[config.mk]
export PLATFORM = sky130hd
export DESIGN_NAME = cpu_control_fsm
export DESIGN_NICKNAME = d
export VERILOG_FILES = /design/src/rtl/cpu_control_fsm.sv
export SDC_FILE = /design/constraint.sdc
export NUM_CORES = 1
export LEC_CHECK = 0
export CORE_MARGIN = 2
export CORE_UTILIZATION = 30
export CTS_CLUSTER_SIZE = 16
export DETAILED_ROUTE_END_ITERATION = 10
export PLACE_DENSITY_LB_ADDON = 0.05
export SETUP_SLACK_MARGIN = 0.4
export SLEW_MARGIN = 20
export SYNTH_ARGS = -nofsm -noshare
export SYNTH_HDL_FRONTEND = slang
export SYNTH_SLANG_ARGS = --single-unit
[constraint.sdc]
create_clock -name clk -period 2.35 [get_ports clk]
set_input_delay 0.3525 -clock clk [delete_from_list [all_inputs] [get_ports clk]]
set_output_delay 0.3525 -clock clk [all_outputs]
set_load 0.005 [all_outputs]
[src/rtl/cpu_control_fsm.sv]
// Moore control FSM for the simple RISC core: fetch, PC update, decode, execute.
// Optional halt state with a halted output: define CTRL_HALT_EN.
module cpu_control_fsm #(
   parameter int STATE_W = 5
) (
   input  logic       clk,
   input  logic       reset,
   input  logic [2:0] opcode,
   input  logic [1:0] op,
   output logic [2:0] nsel,
   output logic [1:0] vsel,
   output logic       write,
   output logic       loada,
   output logic       loadb,
   output logic       loadc,
   output logic       loads,
   output logic       asel,
   output logic       bsel,
   output logic       load_ir,
   output logic       load_pc,
   output logic       reset_pc,
   output logic       addr_sel,
   output logic       load_addr,
   output logic [1:0] mem_cmd
`ifdef CTRL_HALT_EN
   ,
   output logic       halted
`endif
);

   typedef enum logic [STATE_W-1:0] {
      S_RST, S_IF1, S_IF2, S_UPC, S_DEC,
      S_WIMM, S_GETA, S_GETB, S_GETD, S_ALU,
      S_CMP, S_WRD, S_ADDR, S_LADDR, S_PASS,
      S_MRD1, S_MRD2, S_MWR, S_HALT
   } state_t;

   localparam logic [1:0] MC_IDLE  = 2'b00;
   localparam logic [1:0] MC_READ  = 2'b10;
   localparam logic [1:0] MC_WRITE = 2'b01;

   localparam logic [4:0] I_MOVI = 5'b110_10;
   localparam logic [4:0] I_MOVR = 5'b110_00;
   localparam logic [4:0] I_ADD  = 5'b101_00;
   localparam logic [4:0] I_AND  = 5'b101_10;
   localparam logic [4:0] I_CMP  = 5'b101_01;
   localparam logic [4:0] I_MVN  = 5'b101_11;
   localparam logic [4:0] I_LDR  = 5'b011_00;
   localparam logic [4:0] I_STR  = 5'b100_00;

   state_t     state_q, state_d;
   // decoded instruction captured in S_DEC steers the shared execute states
   logic [4:0] ins_q, ins_d;

   always_ff @(posedge clk or negedge reset) begin
      if (!reset) begin
         state_q <= S_RST;
         ins_q   <= '0;
      end else begin
         state_q <= state_d;
         ins_q   <= ins_d;
      end
   end

   always_comb begin
      state_d   = state_q;
      ins_d     = ins_q;
      nsel      = 3'b000;
      vsel      = 2'b00;
      write     = 1'b0;
      loada     = 1'b0;
      loadb     = 1'b0;
      loadc     = 1'b0;
      loads     = 1'b0;
      asel      = 1'b0;
      bsel      = 1'b0;
      load_ir   = 1'b0;
      load_pc   = 1'b0;
      reset_pc  = 1'b0;
      addr_sel  = 1'b0;
      load_addr = 1'b0;
      mem_cmd   = MC_IDLE;
`ifdef CTRL_HALT_EN
      halted    = 1'b0;
`endif
      unique case (state_q)
         S_IF1: begin
            addr_sel = 1'b1;
            mem_cmd  = MC_READ;
            state_d  = S_IF2;
         end
         S_IF2: begin
            addr_sel = 1'b1;
            mem_cmd  = MC_READ;
            load_ir  = 1'b1;
            state_d  = S_UPC;
         end
         S_UPC: begin
            load_pc = 1'b1;
            state_d = S_DEC;
         end
         S_DEC: begin
            ins_d = {opcode, op};
            case ({opcode, op})
               I_MOVI:         state_d = S_WIMM;
               I_MOVR, I_MVN:  state_d = S_GETB;
               I_ADD, I_AND,
               I_CMP:          state_d = S_GETA;
               I_LDR, I_STR:   state_d = S_GETA;
               default:        state_d = S_IF1;
            endcase
`ifdef CTRL_HALT_EN
            if (opcode == 3'b111) state_d = S_HALT;
`endif
         end
         S_WIMM: begin
            nsel    = 3'b001;
            vsel    = 2'b10;
            write   = 1'b1;
            state_d = S_IF1;
         end
         S_GETA: begin
            nsel  = 3'b101;
            loada = 1'b1;
            if (ins_q == I_LDR || ins_q == I_STR)
               state_d = S_ADDR;
            else
               state_d = S_GETB;
         end
         S_GETB: begin
            nsel    = 3'b010;
            loadb   = 1'b1;
            state_d = (ins_q == I_CMP) ? S_CMP : S_ALU;
         end
         S_GETD: begin
            nsel    = 3'b110;
            loadb   = 1'b1;
            state_d = S_PASS;
         end
         S_ALU: begin
            loadc   = 1'b1;
            asel    = (ins_q == I_MOVR);
            state_d = S_WRD;
         end
         S_CMP: begin
            loads   = 1'b1;
            state_d = S_IF1;
         end
         S_WRD: begin
            nsel    = 3'b100;
            write   = 1'b1;
            state_d = S_IF1;
         end
         S_ADDR: begin
            bsel    = 1'b1;
            loadc   = 1'b1;
            state_d = S_LADDR;
         end
         S_LADDR: begin
            load_addr = 1'b1;
            state_d   = (ins_q == I_STR) ? S_GETD : S_MRD1;
         end
         S_PASS: begin
            asel    = 1'b1;
            loadc   = 1'b1;
            state_d = S_MWR;
         end
         S_MRD1: begin
            mem_cmd = MC_READ;
            state_d = S_MRD2;
         end
         S_MRD2: begin
            mem_cmd = MC_READ;
            nsel    = 3'b100;
            vsel    = 2'b11;
            write   = 1'b1;
            state_d = S_IF1;
         end
         S_MWR: begin
            mem_cmd = MC_WRITE;
            state_d = S_IF1;
         end
`ifdef CTRL_HALT_EN
         S_HALT: begin
            halted  = 1'b1;
            state_d = S_HALT;
         end
`endif
         default: begin
            reset_pc = 1'b1;
            load_pc  = 1'b1;
            state_d  = S_IF1;
         end
      endcase
   end

endmodule
After elaboration in Yosys (flattened, before gate mapping)
Memories as Yosys holds them, arrays and structs flattened.
Index checks and enable logic that the tools add are counted.
- equality and inequality tests: 21
- mux-type cells: 19
- reduce and logical (&&, ||, !) cells: 9
- operators by type and width (kind ; count):
    case mux 5 bit (12 select lines) ; 1
    == test 5 x 4 -> 1 bit, second input constant ; 9
    == test 5 bit, second input constant ; 5
    == test 5 x 3 -> 1 bit, second input constant ; 4
    OR reduction 17 bit ; 1
    OR reduction 16 bit ; 1
    case mux 3 bit (5 select lines) ; 1
    2-to-1 mux 1 bit ; 11
    == test 5 x 2 -> 1 bit, second input constant ; 2
    case mux 2 bit (2 select lines) ; 2
    OR reduction 2 bit ; 3
    OR reduction 3 bit ; 2
    == test 5 x 1 -> 1 bit, second input constant ; 1
    2-to-1 mux 4 bit ; 1
    OR reduction 4 bit ; 1
    2-to-1 mux 3 bit ; 1
    2-to-1 mux 2 bit ; 1
    case mux 1 bit (2 select lines) ; 1
    logical OR 1 bit ; 1
- bits in registers: 10
- bits in read-only memories: 96
- bits of input ports: 7
- output and inout port bits: 19
- logic and storage cells: 52
- memories kept: 1
- memory list (name ; words ; width ; rd ports ; clocked after memory_dff ; write ports ; RTL line ; text):
    (no name shown) ; 32 ; 3 ; 1 ; 0 ; 0 ; 104 ; case ({opcode, op})

Logic depth before layout (Yosys ltp)
Gate-level depths: netlist of the first run.
- depth after elaboration: 4
- mapped depth: 6

Worst setup path after synthesis of the first run
Ideal clock, no wire load.
- path type: reg-to-output
- start point: register state_q[2]
- end point: output mem_cmd[1]
- arrival: 1167 ps
- setup slack: 831 ps
- cell stages (with the launch flop): 5
- path buffers: 1
- path through: dfrtp_1 or2_1 clkbuf_1 nor3_1 a21o_1
- longest elaborated chain between the ends: 3
- ends and longest elaborated chain (what ; RTL line ; text):
    from (decl) ; 51 ; state_t state_q, state_d;
    from (signal assigned) ; 60 ; state_q <= state_d;
    == test 5 x 4 -> 1 bit, or another cell as far along ; 86 ; unique case (state_q)
    OR reduction 4 bit (no source line) ; - ;
    case mux 2 bit (2 select lines) (*) ; 86 ;
    to (decl) ; 24 ; output logic [1:0] mem_cmd
Every way passes the cells marked *; elsewhere a longest branch is shown, timed or not.

Worst setup path after layout of the first run
- start point: register state_q[0]
- end point: output reset_pc
- longest elaborated chain between the ends: 3
- ends and longest elaborated chain (what ; RTL line ; text):
    == test 5 x 3 -> 1 bit, or another cell as far along ; 86 ;
    OR reduction 17 bit (no source line) (*) ; - ;
    2-to-1 mux 1 bit (*) ; 86 ;
    to (decl) ; 21 ; output logic reset_pc,
Marked as above.

==> summary.md, run 1 <==
| Metric | Value |
|---|---|
| CTS tree | built |
| Final net count | 180 |
| HPWL after DPL | 2200 um |
| Clock slew at reported path FFs | 60 ps |
| Clock latency on the worst-skew pair | 250 ps |
| Port buffer count | 25 |
| Largest cells by area after synthesis | dfrtp_1, mux2_1, nor2_1 |
| NetSw | 0.849 mW |
| # hold bufs at CTS | 0 |
| Crit start category | register |
| Seq/Total Area, Yosys | 26.0% |
| Die Height | 60.7 um |
| Met1 usage | 22.6% |
| Pin count of the biggest net entering global routing | 11 |
| Crit-path max FO | 6 |
| Maximum vdd drop | 588 uV |
| EDFF count, synth | 0 |
| GRT met3 Usage | 2.35% |
| TritonCTS buffer count | 3 |
| Cell taking the most area after synthesis | dfrtp_1 |
| Placer congestion estimate | 0.797 |
| Area Growth Syn to Fin | 60.4% |
| Number of global-route vias before repair | 1078 |
| Max Transition Viols Final | 0 |
| Data required, critical path | 2000 ps |
| Most frequent CP cell | nand2_1 |
| TritonRoute pass-1 iters | 4 |
| Leakage | 0.687 nW |
| Antenna Nets Post-Route | 0 |
| H-Tree Depth | 1 |
| Fraction of the cycle the final worst path needs | 88.0% |
| R2r worst-path depth | 7 |
| Post-synth top area share | 26.0% |
| Arr. time, crit path | 1720 ps |
| Routed WL per cell | 14.6 um |
| Avg Cell Area, Syn | 7.96 um^2 |
| IO Pins | 26 |
| YS warnings | 0 |
| Post-synth ARST share | 100% |
| Total power draw | 1.96 mW |
| Layout cells sized above 1 | 42.1% |
| Die footprint | 0.00368 mm^2 |
| Synth Cell Area | 963 um^2 |
| Final setup TNS | 0 ps |
| Pwr per Cell Area | 1270 mW/mm^2 |
| Comb power frac | 74.8% |
| Hold Fails Final Rpt | 0 |
| Synth cell count leaders | nor2_1, dfrtp_1, nand2_1 |
| Post-synthesis xor/xnor area fraction | 0% |
| CP cell instances | buf_6 > nor3_4 > nand2_1 > nand2_1 > clkdlybuf4s50_1 |
| Initial Util | 31.6% |
| Outcome | complete, no violations |
| Main flop type after synthesis | dfrtp_1 |
| Root Driver | clkbuf_4 |
| FF+latch count, synth | 10 |
| Clk buf depth | 2 |
| Worst Hold Class | in -> async |
| Die width | 60.7 um |
| Largest family of logic cells by synthesized area | simple AND/OR/NAND/NOR gates |
| Maxcap violations | 0 |
| DR iter-0 viols | 47 |
| Syn Nets | 128 |
| Post-Synth Simple-Gate Area | 38.1% |
| Sw Share | 43.4% |
| Critical path's slowest cell | clkdlybuf4s50_1 |
| Clock skew | 4.11 ps |
| Residual DRC | 0 |
| Post-synth cell types | 45 |
| Most frequent cell after synthesis | nor2_1 |
| GRT busiest layer | met2 |
| Reg power frac | 19.6% |
| CP max stage delay | 490 ps |
| Site Rows | 20 |
| Crit path time final | 2070 ps |
| Core area | 0.00305 mm^2 |
| Clk pwr share | 5.6% |
| Post-synthesis mux area share | 5.84% |
| GRT Total Usage | 18.3% |
| Cells after Synth | 121 |
| Diode count | 0 |
| Worst-margin pin slew | 445 ps |
| Routed vias/inst | 5.33 |
| Congestion Overflow GR | 0 |
| Final WL | 3140 um |
| Antenna violations before repair | 0 |
| Critical path class | reg -> out |
| GRT met2 Usage | 33.0% |
| Max transition margin | 70.2% |
| Max Fclk | 484 MHz |
| Internal | 1.11 mW |
| RSZ-0062 raised after global routing | true |
| Final setup viols | 0 |
| First-pass GRT wire length | 5120 um |
| Synth Area in Adders | 0% |
| Compound-Gate Fraction of Synth Area | 22.5% |
| DR vias | 1145 |
| Clk sinks | 10 |
| Endpoint class of the critical path | primary output |
-- state kept, by name (all words and copies together), names as in the netlist --
register	count
state_q	5
ins_q	5
-- layout by cell type (no fill, tap or decap), drive strengths merged, types with 3 or more instances in the layout --
cell type and instances:
buf 36, nor2 12, nand2 11, or3 3, dfrtp 10, nor3b 3, inv 4, mux2 5
o21ai 5, a21oi 6, o22ai 4, a31oi 4, clkdlybuf4s50 9, a211oi 3, nor3 7, dlygate4sd2 8
nor2b 7, clkbuf 7, nor4b 3
-- power by group through the flow --
stage | combinational, mW | clock [mW] | sequential, mW
after floorplan | 0.715 | 0 | 0.327
after global placement | 1.08 | 0 | 0.390
after detailed placement | 1.07 | 0 | 0.390
after CTS | 1.32 | 0.114 | 0.384
after global routing | 1.59 | 0.127 | 0.400
final | 1.46 | 0.110 | 0.384
-- per-stage QoR --
stage | setup WS, ps | cells | hold WS [ps] | utilization (%) | cell area, um^2
finish | 282 | 215 | 409 | 50.6 | 1550
global route | 161 | 215 | 447 | 50.6 | 1550
global placement | 262 | 189 | 543 | 41.8 | 1280
floorplan | 831 | 121 | 56.9 | - | 963
detailed placement | 228 | 189 | 559 | 41.8 | 1280
CTS | 242 | 209 | 429 | 48.6 | 1480
-- layout make-up --
cell class	instances	area [um^2]
clock buffer	3	22.5
fill	313	1510
sequential	10	255
tap	44	55.1
inverter	4	15.0
timing repair buffer	57	470
multi-input combinational	97	727
-- worst paths after layout --
kind / start / end / slack, ps
max: state_q[0] / reset_pc / 280
min: reset / ins_q[1] / 410
max reg2reg: state_q[0] / state_q[0] / 700
min reg2reg: ins_q[4] / ins_q[4] / 570
max in group asynchronous: reset / state_q[1] / 1610
min in group clk: ins_q[4] / ins_q[4] / 570
-- metal layers --
layer	up-vias	wire [um]
li1	554	-
met1	552	1330
met2	35	1660
met3	4	121
met4	0	28
met5	-	0
-- what timing repair did --
item / in CTS / in global routing
pin swaps: 3 / 4
endpoints found under the setup margin: 19 / 13
resized for setup: 46 / 23
buffers inserted: 17 / 6
-- logic make-up (layout without fill, tap and decap cells) --
| kind of cell | count (synthesis) | after routing |
|---|---|---|
| flip-flops | 10 | 10 |
| multiplexers | 5 | 5 |
| buffers and inverters | 14 | 64 |
| AO/OA/AOI/OAI | 32 | 32 |
| AND/OR/NAND/NOR | 60 | 60 |
-- critical path, delay by kind of cell, from the launching register on --
kind	cells	cell delay [ps]
AND/OR/NAND/NOR	3	350
buffers and inverters	2	650
flip-flops	1	470
(Power assumes the default switching activity.)
==> run 2, diff against run 1 <==
CORE_ASPECT_RATIO = 0.9   (was default)
==> run 2 against run 1 <==
  * Die area is essentially flat
  * Combinational power shrank 5%
  * Register-to-register slack gained 40 ps
  * Clock-buffer cell count increased by 1
  * Power shrank 0.66%
  * Critical endpoint is now mem_cmd[1]
  * Largest power group unchanged
==> summary.md, run 2 (synthesis gave the netlist of run 1 again) <==
| Metric | Value |
|---|---|
| Outcome | complete, no violations |
| Max Transition Viols Final | 0 |
| Final setup TNS | 0 ps |
| Top Registers | ins_q x5, state_q x5 |
| H-Tree Depth | 1 |
| Pwr per Cell Area | 1280 mW/mm^2 |
| Worst Hold Class | in -> async |
| HPWL after DPL | 2090 um |
| Data required, critical path | 2000 ps |
| Pin count of the biggest net entering global routing | 18 |
| Core area | 0.00307 mm^2 |
| Hold Fails Final Rpt | 0 |
| First-pass GRT wire length | 5090 um |
| Final net count | 177 |
| Residual DRC | 0 |
| Clock slew at reported path FFs | 70 ps |
| Port buffer count | 25 |
| Crit start category | register |
| Commonest non-fill, non-tap cells in the layout | buf_4, nor2_1, nand2_1, clkbuf_2, dlygate4sd2_1 |
| CP max stage delay | 470 ps |
| RSZ-0062 raised after global routing | true |
| Endpoint class of the critical path | primary output |
| Maxcap violations | 0 |
| Final setup viols | 0 |
| Clk sinks | 10 |
| Initial Util | 31.4% |
| Max Fclk | 498 MHz |
| Site Rows | 19 |
| Layout cells sized above 1 | 43.8% |
| Commonest non-fill, non-tap cell in the layout | buf_4 |
| Critical path class | reg -> out |
| Clock latency on the worst-skew pair | 270 ps |
| Crit path time final | 2010 ps |
| DR vias | 1130 |
| Critical path's slowest cell | dfrtp_2 |
| Fraction of the cycle the final worst path needs | 85.5% |
| Fill count | 307 |
| Leakage | 0.692 nW |
| Die Height | 57.8 um |
| Worst-margin pin slew | 485 ps |
| Root Driver | clkbuf_4 |
| WHS | 409 ps |
| Critical path origin | state_q[3] |
| Clock skew | 8.27 ps |
| Arr. time, crit path | 1660 ps |
| Bufs and invs on worst path | 3 |
| Die footprint | 0.00368 mm^2 |
| TritonCTS buffer count | 3 |
| TritonRoute pass-1 iters | 4 |
| Die width | 63.7 um |
| Final WL | 3160 um |
| Antenna violations before repair | 0 |
| Placer congestion estimate | 0.822 |
| CP cell instances | buf_4 > buf_4 > nand2_1 > o22ai_2 > a21o_1 > clkbuf_2 |
| Crit-path max FO | 7 |
| Routed vias/inst | 5.36 |
| Routed WL per cell | 15.0 um |
| # hold bufs at CTS | 0 |
| Diode count | 0 |
| Number of global-route vias before repair | 1034 |
| Maximum vdd drop | 473 uV |
| CTS tree | built |
| Max transition margin | 67.6% |
| R2R Path Start | state_q[0] |
| GRT Total Usage | 17.4% |
| Most frequent CP cell | buf_4 |
| Top delay family on crit path | flip-flops |
| Antenna Nets Post-Route | 0 |
| Clk buf depth | 2 |
| Area Growth Syn to Fin | 57.9% |
| DR iter-0 viols | 69 |
| IO Pins | 26 |
| Congestion Overflow GR | 0 |
[run 2: changes by cell type in the layout (fill, tap and decap cells not counted), moves of 2 or more]
cell,change
buf_2,-2
buf_4,-2
buf_6,-3
clkbuf_2,+5
clkdlybuf4s50_1,-3
dfrtp_1,-2
dfrtp_2,+2
nor2b_4,+2
o21ai_1,+2
[run 2: final timing paths]
path | slack (ps) | depth (start not counted) | endpoint
max | 340 | 6 | mem_cmd[1]
min | 410 | 1 | ins_q[4]
max reg2reg | 740 | 6 | state_q[1]
min reg2reg | 570 | 2 | ins_q[4]
max in group asynchronous | 1580 | 1 | state_q[4]
min in group clk | 570 | 2 | ins_q[4]
[run 2: what timing repair did]
item,in CTS,in global routing
pin swaps,5,8
endpoints found under the setup margin,19,12
resized for setup,47,33
buffers inserted,14,6
[run 2: area by class of cell]
type / count / area (um^2) / area share [%]
clock buffer: 4 / 36.3 / 2.38
sequential: 10 / 258 / 16.9
inverter: 4 / 15.0 / 0.987
multi-input combinational: 97 / 726 / 47.7
timing repair buffer: 54 / 434 / 28.5
tap: 42 / 52.6 / 3.45
[run 2: stage by stage]
| step | instances | util (%) | power, mW | instance area (um^2) | setup slack [ps] |
|---|---|---|---|---|---|
| 4_1_cts | 205 | 48.1 | 1.79 | 1480 | 235 |
| 3_5_place_dp | 187 | 41.6 | 1.45 | 1270 | 269 |
| 3_3_place_gp | 187 | 41.6 | 1.47 | 1270 | 264 |
| 6_report | 211 | 49.6 | 1.94 | 1520 | 341 |
| 2_1_floorplan | 121 | - | 1.04 | 963 | 831 |
| 5_1_grt | 211 | 49.6 | 2.08 | 1520 | 267 |
[run 2: metal layers]
layer  GRT usage, %  up-vias  wire (um)
met5              0        -          0
met4           3.11        0          8
met3           4.08        2        224
met2           24.5       44       1430
met1           27.1      543       1500
li1               -      541          -
[run 2: where the power goes]
part | internal [mW] | switching [mW]
Clock | 0.0941 | 0.0621
Sequential | 0.261 | 0.143
Combinational | 0.737 | 0.648
==> run 3, diff against run 2 <==
MAX_ROUTING_LAYER = met4   (was default)
TNS_END_PERCENT = 20   (was default)
==> run 3 against run 2 <==
  * Setup slack worse by 170 ps
  * Via count decreased by 6.3%
  * Clock skew down 2.7 ps
  * Sequential share of layout area up 1.4 points
  * Combinational power shrank 15%
  * Core utilization fell by 3.8 points
  * Largest power group unchanged
  * Die area did not move
  * Clock-buffer cell count is the same
  * Flip-flop and latch count stayed put
  * Global-route usage decreased by 0.66 points
  * Clock power barely moved
==> summary.md, run 3 (synthesis gave the netlist of run 1 again) <==
| Metric | Value |
|---|---|
| Outcome | complete, no violations |
| CTS tree | built |
| Clock slew at reported path FFs | 70 ps |
| Antenna Nets Post-Route | 0 |
| Max transition margin | 67.2% |
| Clock latency on the worst-skew pair | 270 ps |
| Initial Util | 31.4% |
| Commonest non-fill, non-tap cell in the layout | clkdlybuf4s50_1 |
| R2R Path Start | state_q[0] |
| Layout cells sized above 1 | 26.5% |
| Root Driver | clkbuf_4 |
| IO Pins | 26 |
| Die footprint | 0.00368 mm^2 |
| Top Registers | ins_q x5, state_q x5 |
| Placer congestion estimate | 0.835 |
| Maximum vdd drop | 433 uV |
| Maxcap violations | 0 |
| Max Transition Viols Final | 0 |
| Crit-path max FO | 7 |
| Clk pwr share | 9.1% |
| WP depth | 5 |
| Die width | 63.7 um |
| Final net count | 163 |
| Port buffer count | 25 |
| First-pass GRT wire length | 4760 um |
| Data required, critical path | 2000 ps |
| Number of global-route vias before repair | 962 |
| Fraction of the cycle the final worst path needs | 92.8% |
| Crit start category | register |
| TritonRoute pass-1 iters | 4 |
| Fill count | 329 |
| Clk buf depth | 2 |
| Pwr per Cell Area | 1230 mW/mm^2 |
| # hold bufs at CTS | 0 |
| Residual DRC | 0 |
| GRT Total Usage | 16.8% |
| Worst-margin pin slew | 490 ps |
| Critical path class | reg -> out |
| Endpoint class of the critical path | primary output |
| Congestion Overflow GR | 0 |
| Sw Share | 43.6% |
| CP Capture Point | write |
| NetSw | 0.756 mW |
| Final setup viols | 0 |
| Clk sinks | 10 |
| Comb power frac | 67.4% |
| Hold Fails Final Rpt | 0 |
| R2R Path End | state_q[0] |
| Critical path origin | state_q[0] |
| CP cell instances | nand2b_1 > nor3_2 > a31oi_1 > o22ai_1 > clkdlybuf4s50_1 |
| Routed WL per cell | 14.7 um |
| Pin count of the biggest net entering global routing | 18 |
| Arr. time, crit path | 1830 ps |
| Final setup TNS | 0 ps |
| Top delay family on crit path | buffers and inverters |
| Crit path time final | 2180 ps |
| Final WL | 2890 um |
| DR iter-0 viols | 65 |
| Core area | 0.00307 mm^2 |
| DR vias | 1059 |
| RSZ-0062 raised after global routing | true |
| R2r worst-path depth | 6 |
| Max Fclk | 459 MHz |
| Site Rows | 19 |
| Total power draw | 1.73 mW |
| HPWL after DPL | 2090 um |
| H-Tree Depth | 1 |
| Leakage | 0.602 nW |
| Antenna violations before repair | 0 |
| Die Height | 57.8 um |
| Worst Hold Class | in -> async |
| Reg power frac | 23.5% |
| Internal | 0.977 mW |
| Diode count | 0 |
| R2R setup slack | 730 ps |
| Bufs and invs on worst path | 1 |
| CP max stage delay | 520 ps |
| Finished Layout Cells | 197 |
| Inst Count DP | 187 |
| Design area | 0.00141 mm^2 |
| Commonest non-fill, non-tap cells in the layout | clkdlybuf4s50_1, buf_4, nor2_1 |
| Clock skew | 5.53 ps |
| Critical path's slowest cell | clkdlybuf4s50_1 |
| TritonCTS buffer count | 3 |
| Cell Area, Placed | 0.00127 mm^2 |
| Routed vias/inst | 5.38 |
| Area Growth Syn to Fin | 45.8% |
## run 3: final cells by class
cell class / instances / area (um^2) / area share (%)
clock buffers: 4 / 36.3 / 2.58
inverters: 4 / 15.0 / 1.07
multi-input cells: 97 / 668 / 47.6
flip-flops and latches: 10 / 258 / 18.3
well taps: 42 / 52.6 / 3.74
repair buffers: 40 / 375 / 26.7
## run 3: how the worst min path moves through the flow
stage	to	slack, ps	from
floorplan	ins_q[0]	60	reset
global placement	ins_q[4]	550	ins_q[4]
detailed placement	ins_q[4]	550	ins_q[4]
CTS	ins_q[3]	420	reset
global route	ins_q[3]	440	reset
finish	state_q[3]	410	reset
## run 3: timing repair
action                                  4_1_cts  5_1_grt
pin swaps                                     3        2
endpoints found under the setup margin       19       19
buffers inserted                              5        1
gates resized for setup                      19        9
## run 3: metal layers
metal | global-route usage (%) | vias up | wire length (um)
met5 | - | - | 0
met4 | 2.80 | 0 | 9
met3 | 3.50 | 2 | 96
met2 | 21.8 | 25 | 1260
met1 | 26.4 | 517 | 1520
li1 | - | 515 | -
## run 3: through the flow
| stage | util (%) | setup WS (ps) | hold slack, ps |
|---|---|---|---|
| floorplan | - | 831 | 56.9 |
| global placement | 41.6 | 264 | 554 |
| detailed placement | 41.6 | 269 | 554 |
| CTS | 44.6 | 153 | 423 |
| global route | 45.8 | 73.6 | 444 |
| finish | 45.8 | 170 | 411 |
## run 3: worst reg2reg max path, stage by stage, from the launching register on
cell     delay [ps]
dfrtp_2         460
buf_4           190
nor3_4          210
buf_4           150
nand2_2         130
a221o_1         330
nand4_1          80
## run 3: power by group through the flow
| stage | clock network, mW | registers, mW | logic (mW) |
|---|---|---|---|
| global route | 0.171 | 0.428 | 1.27 |
| CTS | 0.160 | 0.399 | 1.13 |
| finish | 0.157 | 0.407 | 1.17 |
| global placement | 0 | 0.402 | 1.07 |
| floorplan | 0 | 0.327 | 0.715 |
| detailed placement | 0 | 0.407 | 1.04 |
